$ cat config.mk
export PLATFORM = sky130hd
export DESIGN_NAME = even_odd_arbiter
export DESIGN_NICKNAME = d
export VERILOG_FILES = /design/src/rtl/even_odd_arbiter.sv
export SDC_FILE = /design/constraint.sdc
export NUM_CORES = 1
export LEC_CHECK = 0
export CORE_ASPECT_RATIO = 1.25
export CORE_MARGIN = 2
export CORE_UTILIZATION = 42
export DETAILED_ROUTE_END_ITERATION = 16
export PLACE_DENSITY_LB_ADDON = 0.12
export SLEW_MARGIN = 20
export SYNTH_ARGS = -nofsm -noshare
export SYNTH_HDL_FRONTEND = slang
export SYNTH_SLANG_ARGS = --single-unit
$ cat constraint.sdc
create_clock -name clk_i -period 1.55 [get_ports clk_i]
set_input_delay 0.31 -clock clk_i [delete_from_list [all_inputs] [get_ports clk_i]]
set_output_delay 0.31 -clock clk_i [all_outputs]
set_load 0.01 [all_outputs]
$ cat src/rtl/even_odd_arbiter.sv
// -----------------------------------------------------------------------------
// even_odd_arbiter
//
// Shares a single even/odd classifier between two requesters. A round-robin
// arbiter picks one pending request, pulses that requester's grant, and one
// cycle later presents a tagged even/odd result. Saturating per-class tallies
// count every result produced.
//
// All outputs are registered. Timing of one transaction:
//   edge N   : request sampled in IDLE, operand/id latched
//   cycle N+1: grant pulse, FSM in CHECK
//   cycle N+2: res_valid pulse with res_id/res_even/res_odd, tallies updated,
//              FSM back in IDLE (so a new request can be sampled at edge N+2)
//
// Ports
//   clk_i          clock, rising edge
//   rst_n_i        synchronous reset, active low
//   cnt_clr_i      synchronous clear of both tallies (wins over an increment)
//   req0_i/data0_i requester 0 level request and operand
//   req1_i/data1_i requester 1 level request and operand
//   grant0_o       one-cycle pulse, requester 0 operand accepted
//   grant1_o       one-cycle pulse, requester 1 operand accepted
//   res_valid_o    one-cycle pulse, result fields valid
//   res_id_o       requester index of the current result
//   res_even_o     operand LSB was 0 (only while res_valid_o)
//   res_odd_o      operand LSB was 1 (only while res_valid_o)
//   even_cnt_o     saturating count of even results
//   odd_cnt_o      saturating count of odd results
//
// State table
//   state    | meaning
//   ---------+---------------------------------------------------------------
//   ST_IDLE  | waiting for a request; samples req0_i/req1_i at each edge
//   ST_CHECK | operand latched, grant visible; next edge produces the result
// -----------------------------------------------------------------------------
module even_odd_arbiter #(
    parameter int WIDTH = 8,
    parameter int CNT_W = 8
) (
    input  logic             clk_i,
    input  logic             rst_n_i,
    input  logic             cnt_clr_i,
    input  logic             req0_i,
    input  logic [WIDTH-1:0] data0_i,
    input  logic             req1_i,
    input  logic [WIDTH-1:0] data1_i,
    output logic             grant0_o,
    output logic             grant1_o,
    output logic             res_valid_o,
    output logic             res_id_o,
    output logic             res_even_o,
    output logic             res_odd_o,
    output logic [CNT_W-1:0] even_cnt_o,
    output logic [CNT_W-1:0] odd_cnt_o
);

    typedef enum logic {
        ST_IDLE  = 1'b0,
        ST_CHECK = 1'b1
    } state_e;

    localparam logic [CNT_W-1:0] CNT_MAX = '1;
    localparam logic [CNT_W-1:0] CNT_ONE = CNT_W'(1);

    state_e state_q, state_d;

    // Only the operand LSB decides the class, so that is all that is kept.
    logic             opnd_lsb_q, opnd_lsb_d;
    logic             id_q, id_d;
    logic             last_id_q, last_id_d;

    logic             grant0_q, grant0_d;
    logic             grant1_q, grant1_d;
    logic             res_valid_q, res_valid_d;
    logic             res_id_q, res_id_d;
    logic             res_even_q, res_even_d;
    logic             res_odd_q, res_odd_d;
    logic [CNT_W-1:0] even_cnt_q, even_cnt_d;
    logic [CNT_W-1:0] odd_cnt_q, odd_cnt_d;

    logic             any_req;
    logic             sel_id;
    logic             sel_lsb;

    // Upper operand bits do not influence the classification.
    logic             unused_data;
    assign unused_data = ^{data0_i[WIDTH-1:1], data1_i[WIDTH-1:1]};

    // -------------------------------------------------------------------------
    // Arbitration: a lone request wins outright; on contention the requester
    // that was not served last wins. last_id resets to 1 so requester 0 takes
    // the first contention.
    // -------------------------------------------------------------------------
    assign any_req = req0_i | req1_i;

    always_comb begin
        if (req0_i && req1_i) begin
            sel_id = ~last_id_q;
        end else begin
            sel_id = req1_i;
        end
    end

    assign sel_lsb = sel_id ? data1_i[0] : data0_i[0];

    // -------------------------------------------------------------------------
    // State register
    // -------------------------------------------------------------------------
    always_ff @(posedge clk_i) begin
        if (!rst_n_i) begin
            state_q <= ST_IDLE;
        end else begin
            state_q <= state_d;
        end
    end

    // -------------------------------------------------------------------------
    // Next-state logic. CHECK always returns to IDLE after one cycle, and
    // requests are ignored there, so a level request held through CHECK is only
    // seen again at the following IDLE edge as a fresh transaction.
    // -------------------------------------------------------------------------
    always_comb begin
        state_d = state_q;
        case (state_q)
            ST_IDLE: begin
                if (any_req) begin
                    state_d = ST_CHECK;
                end
            end
            ST_CHECK: begin
                state_d = ST_IDLE;
            end
            default: begin
                state_d = ST_IDLE;
            end
        endcase
    end

    // -------------------------------------------------------------------------
    // Output / datapath next values. Grants and result pulses default to 0 so
    // each is high for exactly one cycle.
    // -------------------------------------------------------------------------
    always_comb begin
        grant0_d    = 1'b0;
        grant1_d    = 1'b0;
        res_valid_d = 1'b0;
        res_even_d  = 1'b0;
        res_odd_d   = 1'b0;
        res_id_d    = res_id_q;
        opnd_lsb_d  = opnd_lsb_q;
        id_d        = id_q;
        last_id_d   = last_id_q;
        even_cnt_d  = even_cnt_q;
        odd_cnt_d   = odd_cnt_q;

        case (state_q)
            ST_IDLE: begin
                if (any_req) begin
                    id_d       = sel_id;
                    opnd_lsb_d = sel_lsb;
                    grant0_d   = ~sel_id;
                    grant1_d   = sel_id;
                end
            end
            ST_CHECK: begin
                res_valid_d = 1'b1;
                res_id_d    = id_q;
                res_even_d  = ~opnd_lsb_q;
                res_odd_d   = opnd_lsb_q;
                last_id_d   = id_q;
                if (opnd_lsb_q) begin
                    if (odd_cnt_q != CNT_MAX) begin
                        odd_cnt_d = odd_cnt_q + CNT_ONE;
                    end
                end else begin
                    if (even_cnt_q != CNT_MAX) begin
                        even_cnt_d = even_cnt_q + CNT_ONE;
                    end
                end
            end
            default: begin
            end
        endcase

        // Clear beats a same-edge increment: that result goes uncounted.
        if (cnt_clr_i) begin
            even_cnt_d = '0;
            odd_cnt_d  = '0;
        end
    end

    // -------------------------------------------------------------------------
    // Datapath / output registers. Reset drops any in-flight transaction, so
    // a request granted just before reset never produces a result.
    // -------------------------------------------------------------------------
    always_ff @(posedge clk_i) begin
        if (!rst_n_i) begin
            grant0_q    <= 1'b0;
            grant1_q    <= 1'b0;
            res_valid_q <= 1'b0;
            res_id_q    <= 1'b0;
            res_even_q  <= 1'b0;
            res_odd_q   <= 1'b0;
            opnd_lsb_q  <= 1'b0;
            id_q        <= 1'b0;
            last_id_q   <= 1'b1;
            even_cnt_q  <= '0;
            odd_cnt_q   <= '0;
        end else begin
            grant0_q    <= grant0_d;
            grant1_q    <= grant1_d;
            res_valid_q <= res_valid_d;
            res_id_q    <= res_id_d;
            res_even_q  <= res_even_d;
            res_odd_q   <= res_odd_d;
            opnd_lsb_q  <= opnd_lsb_d;
            id_q        <= id_d;
            last_id_q   <= last_id_d;
            even_cnt_q  <= even_cnt_d;
            odd_cnt_q   <= odd_cnt_d;
        end
    end

    assign grant0_o    = grant0_q;
    assign grant1_o    = grant1_q;
    assign res_valid_o = res_valid_q;
    assign res_id_o    = res_id_q;
    assign res_even_o  = res_even_q;
    assign res_odd_o   = res_odd_q;
    assign even_cnt_o  = even_cnt_q;
    assign odd_cnt_o   = odd_cnt_q;

endmodule
# ---- Yosys cells after proc, flatten, opt, wreduce, memory -nomap -nowiden
# Index checks and enable logic that the tools add are counted.
dict set report word_totals {
  ff_bits 26
  in_bits 21
  output_inout_bits 22
  elab_cells 35
}
dict set report classes {
  addsub 2
  n_eq_ne 2
  mux 5
  bitwise 7
  reduce_logical 7
}
# operator n
set op_table {}
lappend op_table {{8-bit by 1-bit adder with 8-bit output, second input constant} 2}
lappend op_table {{8-bit != test, second input constant} 2}
lappend op_table {{1-bit NOT} 6}
lappend op_table {{3-bit AND reduction} 2}
lappend op_table {{1-bit two-way mux} 4}
lappend op_table {{2-bit AND reduction} 2}
lappend op_table {{3-bit OR reduction} 1}
lappend op_table {{1-bit one-hot mux with 2 select lines} 1}
lappend op_table {{2-bit OR reduction} 1}
lappend op_table {{1-bit logical AND} 1}
lappend op_table {{1-bit OR} 1}

# ---- Longest topological paths before layout
dict set report logic_depth {
  depth_word 3
  ltp_mapped 5
  depth_no_buf 5
}

# ---- Worst setup path before layout
# No wires, ideal clock.
dict set report synth_timing {
  path_kind {register to register}
  startpoint {register even_cnt_q[0] (netlist: even_cnt_o[0])}
  endpoint {register even_cnt_q[1] (netlist: even_cnt_o[1])}
  setup_ps 128
  t_arrival_ps 1323
  required_ps 1422
  setup_slack_ps 99
  path_stages_with_launch 6
  path_buffers 0
  synth_period_minus_slack_ps 1451
  cell_sequence {dfxtp_1 ha_1 nand3_1 o21ai_0 mux2i_1 nor2_1}
}
dict set report synth_via {
  elab_chain_cells 2
  elab_cells_between_ends 3
  cone_classes {add/sub: 1; eq/ne: 1; reduce/logical: 1}
}
# item line
set synth_lines {}
lappend synth_lines {{from (decl)} 78} ;# logic [CNT_W-1:0] even_cnt_q, even_cnt_d;
lappend synth_lines {{from (signal assigned)} 219} ;# even_cnt_q <= even_cnt_d;
lappend synth_lines {{parallel branches: the longest is 2 deep, another holds 8-bit by 1-bit adder with 8-bit output} -}
# Several ways; the timed one is not identified.
# A chain may end at the register's enable or synchronous reset.

# ---- Worst setup path after layout
dict set report layout_timing {
  startpoint {register res_odd_q (netlist: res_odd_o)}
  endpoint {output port res_odd_o}
}
# item line
set layout_lines {}
lappend layout_lines {{from (decl)} 77} ;# logic res_odd_q, res_odd_d;
lappend layout_lines {{from (signal assigned)} 215} ;# res_odd_q <= res_odd_d;
lappend layout_lines {{to (decl)} 52} ;# output logic res_odd_o,
# No word-level cell between the ends.

==> metrics <==
Ant. Diodes 0; RePlAce Congestion roughly 0.85; Mapped Area 1110 um^2; clk sinks 26; crit path buf inv count 1; Storage cell area 556 um^2; Final Util 62.2%; Clock Skew 0.00485 ns; PD cells ~740 nW/um^2; Multi-input gate area 567 um^2; initial antenna violation count 0; syn nets between 100 and 150; global-route wire length before repair 3840 um; GR Util All Layers 16.7%; Least-Margin Pin Slew approximately 0.35 ns; Critical Path Stages 1; total power 1.14 mW; share of layout cells above drive strength 1 a little under a fifth; max_cap viols 0; via count 1017; Die Span Y around 61 um; number of CTS-inserted buffers 3; Pleak 0.735 nW; CTS H-tree lvls 1; Final TNS setup 0 ns; CP startpoint kind register; clock latency on the worst-skew pair approximately 0.32 ns; hold crit path type reg2reg; Worst R2R Path Depth 4; DIE WIDTH 49.9 um; Synth warnings 0; final WL 2280 um; WS Path Type reg2out; Yosys reg bits 26; Routed Antenna Nets 0; drt initial violations 8; largest net degree at the start of global routing 15; commonest non-fill, non-tap cell in the layout nor2_1; Worst slew margin between 70 and 80%; kind of cell adding the most delay to the critical path buffers and inverters; most frequent cells in the layout nor2_1 (19), dlygate4sd2_1 (14), clkdlybuf4s50_1 (11), dfxtp_2 (10), dfxtp_1 (10); DRC 0; Max Freq about 670 MHz; first-pass detailed-route iteration total 4; Buffers on Ports 28; Mapped Cells 125; CP max stage cell clkdlybuf4s50_1; end of the critical path res_odd_o; endpoints failing setup 0; CTS tree done; Root Buffer clkbuf_4; CP peak stage delay approximately 0.53 ns; flop2flop setup slack 0.12 ns; io pins 43; die area 3070 um^2; worst vdd rail ir drop 591 uV; RR Endpoint odd_cnt_o[5]$_SDFFE_PP0P_; Worst EP required 1.24 ns; crit path max fanout 1; final period utilization about 97%; Reg clk slew, reported paths ~0.14 ns; Fin. Hold Viols 0; Critical R2R Launch opnd_lsb_q$_SDFFE_PN0P_; Rows 20; Starting Density 44.7%; core area 2480 um^2; CTS Buffer Depth 2; crit-path cells clkdlybuf4s50_1; post-detail-place hpwl 1730 um; Overflow after GRT 0; Vias/cell 5.22; fill count 230; area grow syn2layout 39.2%; Pins Over Slew Limit 0; Setup crit end kind primary output; Layout Nets around 190; crit path DAT 1.19 ns; Cell variety after synth 29; number of global-route vias before repair 905; Tmin final 1.50 ns; status completed; register area share after synthesis approximately 47%; DR WL/cell 11.7 um; average size of a mapped cell 8.86 um^2; Critical path origin res_odd_o$_SDFF_PN0_
==> per-stage QoR <==
stage / instance area [um^2] / std cells / setup slack [ns] / hold WS, ns
after floorplan: 1110 / 125 / 0.0994 / 0.382
after global placement: 1460 / 189 / 0.136 / 0.472
after detailed placement: 1460 / 189 / 0.0877 / 0.479
after CTS: 1530 / 195 / 0.000858 / 0.509
after global routing: 1540 / 195 / -0.000148 / 0.529
final: 1540 / 195 / 0.0464 / 0.503
==> state kept, by name (all words and copies together), names as in the netlist <==
name	cells
odd_cnt_o	8
grant1_o	1
res_valid_o	1
opnd_lsb_q	1
last_id_q	1
id_q	1
state_q	1
res_odd_o	1
even_cnt_o	8
res_id_o	1
grant0_o	1
res_even_o	1
==> repair_timing <==
action | 4_1_cts | 5_1_grt
hold buffers | 0 | 0
hold endpoints to repair | 0 | 0
setup buffers | 2 | 0
endpoints found under the setup margin | 16 | 5
gates resized for setup | 35 | 6
==> how the worst min path moves through the flow <==
| stage | cells past startpoint | start | to | slack [ns] |
|---|---|---|---|---|
| after global routing | 2 | odd_cnt_o[5]$_SDFFE_PP0P_ | odd_cnt_o[5]$_SDFFE_PP0P_ | 0.53 |
| final | 2 | res_id_o$_SDFFE_PN0P_ | res_id_o$_SDFFE_PN0P_ | 0.50 |
| after CTS | 2 | odd_cnt_o[5]$_SDFFE_PP0P_ | odd_cnt_o[5]$_SDFFE_PP0P_ | 0.51 |
| after floorplan | 1 | rst_n_i | last_id_q$_SDFFE_PN1P_ | 0.38 |
| after global placement | 2 | res_id_o$_SDFFE_PN0P_ | res_id_o$_SDFFE_PN0P_ | 0.47 |
| after detailed placement | 2 | id_q$_SDFFE_PN0P_ | last_id_q$_SDFFE_PN1P_ | 0.48 |
==> cell families (layout without fill, tap and decap cells) <==
kind of cell / after synthesis / after routing / synth area share [%]
compound gates: 19 / 19 / 10.5
mux: 7 / 7 / 6.44
buf+inv: 6 / 43 / 2.15
fa+ha+maj: 2 / 2 / 2.26
flops: 26 / 26 / 47.0
simple gates: 61 / 61 / 28.5
xor+xnor: 4 / 4 / 3.16
==> per-layer routing <==
| metal | share of wire, % | global-route usage [%] | routed length [um] | vias to the layer above |
|---|---|---|---|---|
| li1 | - | - | - | 515 |
| met1 | 44 | 19.5 | 1010 | 478 |
| met2 | 50 | 29.1 | 1150 | 19 |
| met3 | 3.3 | 3.16 | 74 | 5 |
| met4 | 2.1 | 9.52 | 48 | 0 |
| met5 | 0 | 0 | 0 | - |
==> power breakdown <==
part | switching (mW) | internal [mW] | leakage, nW | total [mW]
registers | 0.0126 | 0.676 | 0.221 | 0.689
clock network | 0.199 | 0.144 | 0.0210 | 0.343
logic | 0.0480 | 0.0579 | 0.493 | 0.106
total | 0.260 | 0.878 | 0.735 | 1.14
==> cells in the mapped netlist (all sizes together) <==
master | n | area, um^2
ha | 2 | 25.0
mux2i | 6 | 60.1
and3 | 3 | 18.8
nor3 | 3 | 15.0
a211oi | 3 | 22.5
and4b | 1 | 10.0
nand2 | 9 | 33.8
a21boi | 1 | 7.51
nand2b | 4 | 25.0
inv | 3 | 11.3
nor2b | 3 | 18.8
and2 | 4 | 27.5
xnor2 | 1 | 8.76
dfxtp | 26 | 521
o31ai | 1 | 7.51
nor2 | 19 | 71.3
and4 | 3 | 26.3
or4 | 1 | 7.51
buf | 1 | 5.00
o21ai | 5 | 25.0
nand4 | 5 | 31.3
a21oi | 7 | 35.0
clkbuf | 2 | 7.51
mux2 | 1 | 11.3
xor2 | 3 | 26.3
o211ai | 1 | 7.51
o2111a | 1 | 11.3
nand3 | 6 | 30.0
==> final cells by class <==
| class | count | area share (%) |
|---|---|---|
| Multi-Input combinational cell | 93 | 36.8 |
| Sequential cell | 26 | 36.0 |
| Timing Repair Buffer | 36 | 21.4 |
| Tap cell | 33 | 2.68 |
| Clock buffer | 4 | 2.35 |
| Inverter | 3 | 0.731 |
Power figures use the tool's default switching activity.
==> edit (config.mk and constraints unchanged) <==
Change the parameter `CNT_W` from 8 to 12.
--- a/src/rtl/even_odd_arbiter.sv
+++ b/src/rtl/even_odd_arbiter.sv
@@ -36,5 +36,5 @@
 module even_odd_arbiter #(
     parameter int WIDTH = 8,
-    parameter int CNT_W = 8
+    parameter int CNT_W = 12
 ) (
     input  logic             clk_i,
Interface: changed (resized even_cnt_o and odd_cnt_o); port bits go from 43 to 51. The function was not compared with the original's and may differ.
==> edit against the original RTL <==
- setup slack lost 0.0059 ns
- critical path depth is the same
- total power grew 60%
- first-iteration DRC count grew to 6.9 times the old value
- wire length grew 68%
- combinational power grew 15%
- critical endpoint is now even_cnt_o[11]
- fmax shrank 0.39%
- sequential power grew 31%
- critical path type unchanged
- design area grew 49%
- count of clock-buffer cells in the layout grew 3
- synthesized area grew 40%
- sequential cell count grew 8
==> edit: results (changes against the original RTL) <==
[run_status]
status = completed

[yosys]
synth_seq_area_share = 0.440  ; -0.0299
synth.avg_cell_area_um2 = 8.50  ; -4.1%
async_reset_ff_frac = 0  ; unchanged
syn_nets = 205  ; +39%
ys.flop_type = dfxtp_1
yosys_warnings = 0  ; unchanged
ys_top_cells_by_area = dfxtp_1 (44%), nand2_1 (5.1%), nor2_1 (4.1%)
synth_commonest_cells = dfxtp_1 (34), nand2_1 (21), nor2_1 (17)
synth_cell_types = 39  ; +34%

[pwr]
p_leak_nw = 1.02  ; +39%
ir_drop_uv = 748  ; +27%

[global_route]
antenna_found_initial = 0  ; unchanged
grt_pass1_wl_um = 6330  ; +65%
grt_max_degree = 12  ; -3
first_global_vias = 1517  ; +68%
grt_use_met2 = 0.318  ; +0.0269
met1_usage = 0.229  ; +0.0334
grtUsageMet3 = 0.0523  ; +0.0208
grtUsageTotal = 0.192  ; +0.0251

[place]
dp_hpwl_um = 2810  ; +62%
placed_cells = 276  ; +46%
place_ws_ns = 0.00177  ; -0.0859 ns
dpl_cell_area_um2 = 2110  ; +44%
portBuffers = 36  ; +29%
gp_congestion = 0.877  ; +2.9%

[detailed_routing]
vias = 1612  ; +59%
wl_met3_um = 172  ; +130%
first_iter_violations = 55  ; +47
wl_um = 3830  ; +68%
avgRoutedWirePerCell_um = 13.5  ; +16%
wl_met1_um = 1660  ; +65%
routed-wl-met2_um = 1920  ; +67%

[worst_setup_path]
timing.critical_path.from = even_cnt_o[11]$_SDFFE_PP0P_
cp_max_fo = 5  ; +4

[final_layout]
drive_gt1_frac = 0.241  ; +0.0495
multi_input_area_um2 = 896  ; +58%
fill_cells = 305  ; +33%
nets = 267  ; +44%

[cts]
root_buffer = clkbuf_8
htree_levels = 2  ; +1
clk_pin_slew_worst_paths_ns = 0.07  ; -0.07 ns
clock_latency_ns = 0.28  ; -0.04 ns
cts_made_buffers = 5  ; +2

[sta]
tightest_slew_ns = 0.328  ; -0.0175 ns
finClkSkew_ns = 0.00331  ; -0.00154 ns

[hold_path]
min-delay-start = res_id_o$_SDFFE_PN0P_

[edit: changes by cell type after synthesis, sizes merged, moves of 3 or more]
cell and change:
nand2 +12, dfxtp +8, a21oi +5, mux2i -5
nor3 +5, or3 +5, o21ai +4, o31ai +4
or4 +4, a31oi +3, and3 +3, inv +3
nor2b -3
[edit: path summary, 6_finish.rpt]
check | endpoint | slack, ns | cells past startpoint
worst max-delay path | even_cnt_o[11] | 0.04 | 1
worst min-delay path | res_id_o$_SDFFE_PN0P_ | 0.49 | 2
worst max register to register | even_cnt_o[9]$_SDFFE_PP0P_ | 0.07 | 4
worst min register to register | res_id_o$_SDFFE_PN0P_ | 0.49 | 2
[edit: timing repair]
| item | 4_1_cts | 5_1_grt |
|---|---|---|
| gates cloned | 0 | 0 |
| pin swaps | 0 | 3 |
| setup endpoints to repair | 20 | 22 |
| gates resized for setup | 23 | 26 |
| buffers inserted | 0 | 0 |
[edit: where the power goes]
part           switching (mW)  internal, mW
sequential             0.0115         0.891
clock                   0.313         0.481
combinational          0.0578        0.0642
[edit: cells by family (layout without fill, tap and decap cells)]
kind of cell    count (synthesis)  in the layout  synth area share
xor+xnor                        4              4            0.0227
mux                             1              1           0.00647
flops                          34             34             0.440
fa+ha+maj                       2              2            0.0162
simple gates                   93             93             0.328
compound gates                 39             39             0.164
buf+inv                         9             72            0.0218
[edit: final cells by class]
type	instances	share of cell area
multi-input combinational	139	0.389
clock buffer	7	0.0332
clock inverter	1	0.0130
sequential	34	0.305
tap	39	0.0212
timing repair buffer	58	0.228
inverter	6	0.00978
[edit: metrics by stage]
step / power [mW] / TNS (ns)
2_1_floorplan: 0.978 / 0
3_3_place_gp: 1.04 / 0
3_5_place_dp: 1.04 / 0
4_1_cts: 1.83 / -0.0245
5_1_grt: 1.87 / -0.0154
6_report: 1.82 / 0
